==> src/rtl/wdt_apb_sequencer.sv <==
`timescale 1ns/1ps
`default_nettype none
// ============================================================================
// Module   : wdt_apb_sequencer
// Brief    : APB3 master running the watchdog boot-configuration and kick
//            (unlock / clear / relock) register sequences.
// Revision : 1.0 - initial release
// ============================================================================
module wdt_apb_sequencer #(
    parameter int unsigned TIMEOUT    = 255,
    parameter logic [31:0] UNLOCK_KEY = 32'h1ACC_E551,
    parameter logic [31:0] LOCK_VAL   = 32'h0000_0000
) (
    input  logic        pclk,
    input  logic        preset,
    input  logic        cfg_start,
    input  logic [31:0] cfg_load,
    input  logic [2:0]  cfg_ctl,
    input  logic        kick_req,
    input  logic        auto_kick_en,
    input  logic        irq_in,
    output logic        psel,
    output logic        penable,
    output logic        pwrite,
    output logic [31:0] paddr,
    output logic [31:0] pwdata,
    input  logic [31:0] prdata,
    input  logic        pready,
    output logic        busy,
    output logic        done,
    output logic        cfg_err
);

    localparam logic [2:0]  S_IDLE   = 3'd0;
    localparam logic [2:0]  S_SETUP  = 3'd1;
    localparam logic [2:0]  S_ACCESS = 3'd2;
    localparam logic [2:0]  S_DONE   = 3'd3;

    localparam logic [11:0] c_addr_load   = 12'h000;
    localparam logic [11:0] c_addr_ctl    = 12'h008;
    localparam logic [11:0] c_addr_intclr = 12'h00C;
    localparam logic [11:0] c_addr_lock   = 12'hC00;

    localparam logic [2:0]  c_cfg_last  = 3'd4;
    localparam logic [2:0]  c_kick_last = 3'd2;
    localparam logic [7:0]  c_tmo_last  = 8'(TIMEOUT - 1);

    logic [2:0]  r_state;
    logic [2:0]  r_step;
    logic        r_is_cfg;
    logic [31:0] r_load;
    logic [2:0]  r_ctl;
    logic        r_pend;
    logic        r_irq_d;
    logic [7:0]  r_tmo_cnt;
    logic        r_psel;
    logic        r_penable;
    logic        r_pwrite;
    logic [11:0] r_paddr;
    logic [31:0] r_pwdata;
    logic        r_busy;
    logic        r_done;
    logic        r_cfg_err;

    logic        w_kick;
    logic [2:0]  w_nxt_idx;
    logic [11:0] w_nxt_addr;
    logic [31:0] w_nxt_data;
    logic        w_nxt_write;
    logic        w_last;
    logic        w_rd_mismatch;
    logic        w_unused;

    // Auto kicks fire only on the rising edge of irq_in, so a held level is one request.
    assign w_kick = kick_req | (auto_kick_en & irq_in & ~r_irq_d);

    assign w_nxt_idx     = (r_state == S_IDLE) ? 3'd0 : r_step + 3'd1;
    assign w_last        = r_is_cfg ? (r_step == c_cfg_last) : (r_step == c_kick_last);
    assign w_rd_mismatch = r_is_cfg & ~r_pwrite & (prdata[2:0] != r_ctl);
    assign w_unused      = ^prdata[31:3];

    // Step table; step 0 is the unlock for both sequences so it needs no latched data.
    always_comb begin
        w_nxt_addr  = c_addr_lock;
        w_nxt_data  = UNLOCK_KEY;
        w_nxt_write = 1'b1;
        if (w_nxt_idx != 3'd0) begin
            if (r_is_cfg) begin
                case (w_nxt_idx)
                    3'd1: begin
                        w_nxt_addr = c_addr_load;
                        w_nxt_data = r_load;
                    end
                    3'd2: begin
                        w_nxt_addr = c_addr_ctl;
                        w_nxt_data = {29'b0, r_ctl};
                    end
                    3'd3: begin
                        w_nxt_addr = c_addr_lock;
                        w_nxt_data = LOCK_VAL;
                    end
                    default: begin
                        w_nxt_addr  = c_addr_ctl;
                        w_nxt_data  = 32'h0;
                        w_nxt_write = 1'b0;
                    end
                endcase
            end else begin
                case (w_nxt_idx)
                    3'd1: begin
                        w_nxt_addr = c_addr_intclr;
                        w_nxt_data = 32'h1;
                    end
                    default: begin
                        w_nxt_addr = c_addr_lock;
                        w_nxt_data = LOCK_VAL;
                    end
                endcase
            end
        end
    end

    always_ff @(posedge pclk) begin
        if (preset) begin
            r_state   <= S_IDLE;
            r_step    <= 3'd0;
            r_is_cfg  <= 1'b0;
            r_load    <= 32'h0;
            r_ctl     <= 3'd0;
            r_pend    <= 1'b0;
            r_irq_d   <= 1'b0;
            r_tmo_cnt <= 8'd0;
            r_psel    <= 1'b0;
            r_penable <= 1'b0;
            r_pwrite  <= 1'b0;
            r_paddr   <= 12'h0;
            r_pwdata  <= 32'h0;
            r_busy    <= 1'b0;
            r_done    <= 1'b0;
            r_cfg_err <= 1'b0;
        end else begin
            r_irq_d <= irq_in;
            r_done  <= 1'b0;
            if (w_kick) begin
                r_pend <= 1'b1;
            end
            case (r_state)
                S_IDLE: begin
                    if (cfg_start || w_kick || r_pend) begin
                        r_state   <= S_SETUP;
                        r_step    <= 3'd0;
                        r_busy    <= 1'b1;
                        r_psel    <= 1'b1;
                        r_penable <= 1'b0;
                        r_paddr   <= w_nxt_addr;
                        r_pwdata  <= w_nxt_data;
                        r_pwrite  <= w_nxt_write;
                        r_is_cfg  <= cfg_start;
                        // A simultaneous kick stays pending behind the config run.
                        if (cfg_start) begin
                            r_load    <= cfg_load;
                            r_ctl     <= cfg_ctl;
                            r_cfg_err <= 1'b0;
                        end else begin
                            r_pend <= 1'b0;
                        end
                    end
                end
                S_SETUP: begin
                    r_state   <= S_ACCESS;
                    r_penable <= 1'b1;
                    r_tmo_cnt <= 8'd0;
                end
                S_ACCESS: begin
                    if (pready) begin
                        if (w_rd_mismatch) begin
                            r_cfg_err <= 1'b1;
                        end
                        if (w_last) begin
                            r_state   <= S_DONE;
                            r_done    <= 1'b1;
                            r_psel    <= 1'b0;
                            r_penable <= 1'b0;
                            r_pwrite  <= 1'b0;
                            r_paddr   <= 12'h0;
                            r_pwdata  <= 32'h0;
                        end else begin
                            r_state   <= S_SETUP;
                            r_step    <= r_step + 3'd1;
                            r_penable <= 1'b0;
                            r_paddr   <= w_nxt_addr;
                            r_pwdata  <= w_nxt_data;
                            r_pwrite  <= w_nxt_write;
                        end
                    end else if (r_tmo_cnt == c_tmo_last) begin
                        // Abort: remaining steps are dropped but done still pulses.
                        r_cfg_err <= 1'b1;
                        r_state   <= S_DONE;
                        r_done    <= 1'b1;
                        r_psel    <= 1'b0;
                        r_penable <= 1'b0;
                        r_pwrite  <= 1'b0;
                        r_paddr   <= 12'h0;
                        r_pwdata  <= 32'h0;
                    end else begin
                        r_tmo_cnt <= r_tmo_cnt + 8'd1;
                    end
                end
                S_DONE: begin
                    r_state <= S_IDLE;
                    r_busy  <= 1'b0;
                end
                default: begin
                    r_state <= S_IDLE;
                end
            endcase
        end
    end

    assign psel    = r_psel;
    assign penable = r_penable;
    assign pwrite  = r_pwrite;
    assign paddr   = {20'h0, r_paddr};
    assign pwdata  = r_pwdata;
    assign busy    = r_busy;
    assign done    = r_done;
    assign cfg_err = r_cfg_err;

endmodule
`default_nettype wire

==> config.mk <==
export PLATFORM = sky130hd
export DESIGN_NAME = wdt_apb_sequencer
export DESIGN_NICKNAME = d
export VERILOG_FILES = /design/src/rtl/wdt_apb_sequencer.sv
export SDC_FILE = /design/constraint.sdc
export NUM_CORES = 1
export LEC_CHECK = 0
export ABC_AREA = 0
export BUFFER_PORTS_ARGS = -buffer_cell sky130_fd_sc_hd__buf_4
export CAP_MARGIN = 30
export CORE_UTILIZATION = 50
export DETAILED_ROUTE_END_ITERATION = 6
export PLACE_DENSITY = 0.9
export SLEW_MARGIN = 0
export SYNTH_ARGS = -nofsm -noshare
export SYNTH_HDL_FRONTEND = slang
export SYNTH_SLANG_ARGS = --single-unit
==> constraint.sdc <==
create_clock -name pclk -period 3.92 [get_ports pclk]
set_input_delay 1.176 -clock pclk [delete_from_list [all_inputs] [get_ports pclk]]
set_output_delay 1.176 -clock pclk [all_outputs]
set_load 0.01 [all_outputs]
**Yosys cells after proc, flatten, opt, wreduce, memory -nomap -nowiden**

Cells that the tools add are included.

- Input bits: 74
- Register bits: 102

- Mux-type cells: 61
- Reductions and logical operators: 20
- Equality and inequality tests: 19
- Add/subtract/negate cells: 2
- Bitwise operators: 8

Operators with widths:

| kind | number |
|---|---|
| 32-bit 2-to-1 mux | 6 |
| 32-bit case mux with 2 select lines | 2 |
| 12-bit 2-to-1 mux | 7 |
| 12-bit case mux with 2 select lines | 2 |
| 1-bit 2-to-1 mux | 26 |
| 3-bit 2-to-1 mux | 7 |
| 8-bit 2-to-1 mux | 2 |
| 8-bit case mux with 2 select lines | 1 |
| 3-bit by 2-bit equality test with 1-bit output, second input constant | 5 |
| 3-bit AND reduction | 4 |
| 2-bit != test, second input constant | 5 |
| 3-bit != test, second input constant | 3 |
| 3-bit case mux with 3 select lines | 1 |
| 8-bit by 1-bit adder with 8-bit output, second input constant | 1 |
| 8-bit equality test, second input constant | 1 |
| 1-bit case mux with 2 select lines | 4 |
| 4-bit AND reduction | 2 |
| 3-bit by 1-bit equality test with 1-bit output, second input constant | 2 |
| 3-bit case mux with 2 select lines | 1 |
| 2-bit AND reduction | 3 |
| 2-bit nonzero test | 3 |
| 3-bit nonzero test | 2 |
| 5-bit AND reduction | 1 |
| 1-bit bitwise AND | 4 |
| other kinds (12) | 15 |

**Logic depth before layout (Yosys ltp)**

- Depth after elaboration: 10
- Depth in mapped cells: 7
- Mapped depth without buffers: 6

**Worst setup path before layout**

No wires, ideal clock.

- Path type: in2reg
- Start point: input cfg_start
- End point: register r_pwdata[31], in the netlist pwdata[31]
- Slack: 1.394 ns
- Stages: 5
- Setup time: 0.061 ns
- Data required time: 3.859 ns
- Buffers on the path: 1
- Data arrival time: 2.465 ns
- Path through: or4_1 -> o21a_1 -> a21oi_4 -> buf_2 -> a22o_1

- Cells in the longest elaborated chain, start to end: 4

Ends and longest elaborated chain:

| item | RTL line | RTL |
|---|---|---|
| from (decl) | 16 | `input logic cfg_start,` |
| 1-bit logical OR (2 in a row) | 149 | `if (cfg_start \|\| w_kick \|\| r_pend) begin` |
| 2-bit by 1-bit != test with 1-bit output (no line) | - |  |
| 3-bit AND reduction (no line) | - |  |
| to (signal assigned) | 156 | `r_pwdata <= w_nxt_data;` |
| to (signal assigned) | 192 | `r_pwdata <= w_nxt_data;` |
| to (decl) | 60 | `logic [31:0] r_pwdata;` |

Every way passes these cells.
A chain may end at the register's enable or synchronous reset.

**Worst setup path after layout**

- Start point: register r_is_cfg
- End point: register r_paddr[10]

- Cells in the longest elaborated chain, start to end: 5
- Elaborated cells on any way between the ends: 7
- Those cells by class: mux: 7

Ends and longest elaborated chain:

| item | RTL line | RTL |
|---|---|---|
| from (decl) | 50 | `logic r_is_cfg;` |
| from (signal assigned) | 158 | `r_is_cfg <= cfg_start;` |
| 12-bit 2-to-1 mux | 88 | `if (r_is_cfg) begin` |
| 12-bit 2-to-1 mux | 87 | `if (w_nxt_idx != 3'd0) begin` |
| 12-bit 2-to-1 mux | 179 | `if (w_last) begin` |
| 12-bit 2-to-1 mux | 175 | `if (pready) begin` |
| 12-bit case mux with 2 select lines (*) | 147 | `case (r_state)` |
| to (signal assigned) | 155 | `r_paddr <= w_nxt_addr;` |
| to (signal assigned) | 191 | `r_paddr <= w_nxt_addr;` |
| to (decl) | 59 | `logic [11:0] r_paddr;` |

Mark *: on every way between the ends. The rest lies on a longest branch, timed or not. The select of a mux whose other input is x is not followed.

==> metrics <==
top-count cell post-synth dfxtp_1; Achievable Freq 343 MHz; Final Hold Vio Count 0; crit-path max FO 25; Seq/Total Area, Yosys 46.8%; RSZ-0062 raised after global routing no; DRC viols 0; Post-Route WL about 9300 um; Synth async-reset ratio 0%; postcts setup bufs 0; mean post-synth cell area 8.78 sq um; Lkg Pwr 1.95 nW; dpl hpwl 6390 um; area of the die 0.00823 sq mm; Bufs on Longest Clock Path 2; status finished, final reports clean; post-place setup slack ~830 ps; CTS tree built; Core Region around 0.0074 sq mm; total CTS buffers 9; relative slew slack 35.3%; Final Critical Period 2920 ps; diode count 0; worst path arrival time 3240 ps; DRT Pass-1 Iters 5; Yosys warning total 0; fin util 63.1%; Slew Viols, Final 0; non-filler instance count after layout 622; crit share post-route 74.4%; GRT Total Usage 22.6%; CTS resizes 0; Cell Rows 31; worst vdd ir 0.211 mV; Layout fillers between 600 and 700; io pins 144; Detail Route Antenna Nets 0; area of the multi-input gates 0.00181 sq mm; Synth top cells by count dfxtp_1 (92), nand2_1 (79), a21oi_1 (58); Crit. End Element flip-flop; Iteration-0 DRC Markers 339; crit path cell chain inv_1, a311o_1, a2111oi_4, a32o_1; layout cell share with drive strength beyond 1 21.6%; Yosys top cell by area dfxtp_1; cell family with most CP delay compound AO/OA/AOI/OAI gates; Yosys reg bits between 90 and 100; Critical Path RT 4240 ps; Clk Latency, worst-skew pair 370 ps; largest net degree at the start of global routing 54; CTS Hold Bufs 0; Setup Viol. Count Final 0; final setup TNS 0 ps; Post-synth EDFFs 0; Hold Crit Class reg -> reg; total congestion overflow 0; Synth Flop Type dfxtp_1; setup slack after layout 1000 ps; via count approximately 3500; global-route wire length before repair 15000 um; worst-margin pin slew 971 ps; Buf+Inv Stages, Crit Path 1; number of port buffers 86; Post-Syn Area 0.00393 sq mm; PwrDens 429 mW/mm^2; Post-Synthesis Cells approximately 450; GPL Wtd Cong 0.839; clock root buffer clkbuf_8; Pwr Total approximately 2 mW; Crit-path slowest cell a2111oi_4; vias in the first global route approximately 3100; H-tree levels 3; Setup CP Type reg -> reg; Die W between 90 and 100 um; synthesis-to-finish area growth 19.5%; # nets final about 600; drt via density 5.59; Die Span Y 90.7 um; CTS sink count between 90 and 100; antenna violations before repair 0; skew final 13.0 ps; maxcap violations 0; Critical Path Max Stage Delay roughly 960 ps; Cell variety after synth 51; cell count after placement 606; FF/Latch Area 0.00184 sq mm; top-area cell type share of the netlist area 46.8%; ranking of synthesized cells by area dfxtp_1 (47%), a22o_1 (8.2%), nand2_1 (7.5%); wire per inst about 15 um; nature of the critical path startpoint flip-flop; Initial Utilization between 50% and 60%; clk slew on worst S/H paths 110 ps
## layer usage
| metal | vias up | global-route usage, % | wire length [um] |
|---|---|---|---|
| met5 | - | 0 | 0 |
| met2 | 162 | 36.8 | 4550 |
| met4 | 0 | 11.7 | 207 |
| met3 | 19 | 4.38 | 670 |
| met1 | 1632 | 28.4 | 3910 |
| li1 | 1662 | - | - |
## worst register-to-register path, delay by kind of cell, from the launching register on
family	cells	cell delay [ps]
AO/OA/AOI/OAI	3	1770
flip-flops	1	900
buffers and inverters	1	200
## path summary, 6_finish.rpt
check	startpoint	end	slack (ps)	cells past startpoint
worst max-delay path	r_is_cfg	r_paddr[10]	1000	4
worst min-delay path	r_load[3]	r_load[3]	460	2
worst max register to register	r_is_cfg	r_paddr[10]	1000	4
worst min register to register	r_load[3]	r_load[3]	460	2
## cell type report
type                    instances  share of cell area [%]
clock buffers                   9                    2.63
repair buffers                 91                    14.8
inverters                       7                   0.559
well taps                      99                    2.63
flip-flops and latches         92                    39.2
multi-input cells             317                    38.5
clock inverters                 7                    1.70
## report_power, final
part / internal, mW / leakage, nW / switching [mW]
clock network: 0.253 / 0.0994 / 0.384
logic: 0.146 / 1.09 / 0.181
registers: 0.999 / 0.753 / 0.0568
total: 1.40 / 1.95 / 0.621
## state kept, by name, summed over array words and instances (netlist names), 2 cells and up
name       cells
pwdata        32
r_ctl          3
r_load        32
r_paddr        3
r_state        2
r_step         3
r_tmo_cnt      8
## logic make-up (layout without fill, tap and decap cells)
group / Yosys count / count (layout) / share of synthesized area [%]
AOI/OAI and AO/OA: 144 / 144 / 24.7
and+or+nand+nor: 132 / 132 / 15.3
DFF: 92 / 92 / 46.8
buffers and inverters: 66 / 114 / 9.86
xor gates and xnor gates: 9 / 9 / 2.00
adders and majority gates: 3 / 3 / 0.954
other: 1 / 28 / 0.0953
muxes: 1 / 1 / 0.286
## stage by stage
| stage | hold WS (ps) | area [sq um] |
|---|---|---|
| floorplan | 431 | 4040 |
| global placement | 441 | 4500 |
| detailed placement | 446 | 4500 |
| CTS | 462 | 4700 |
| global route | 481 | 4700 |
| finish | 458 | 4700 |
## layout by cell type (no fill, tap or decap), types with 2 or more instances in the layout
cell type	instances
a21oi_1	58
a22o_1	37
a22oi_1	2
a32o_1	2
and2_1	2
and3_1	2
buf_4	90
clkbuf_8	9
clkinv_8	2
conb_1	28
dfxtp_1	92
ha_1	3
inv_1	7
inv_8	2
nand2_1	79
nand2b_1	3
nand3_1	4
nand4_1	3
nor2_1	16
nor2b_1	3
nor3_1	3
nor3b_1	2
nor4b_1	3
o211ai_1	5
o21a_1	2
o21ai_0	22
o21ai_1	2
o311a_1	2
o31ai_1	2
or4_1	4
xnor2_1	3
xor2_1	6
(Power assumes the default switching activity.)
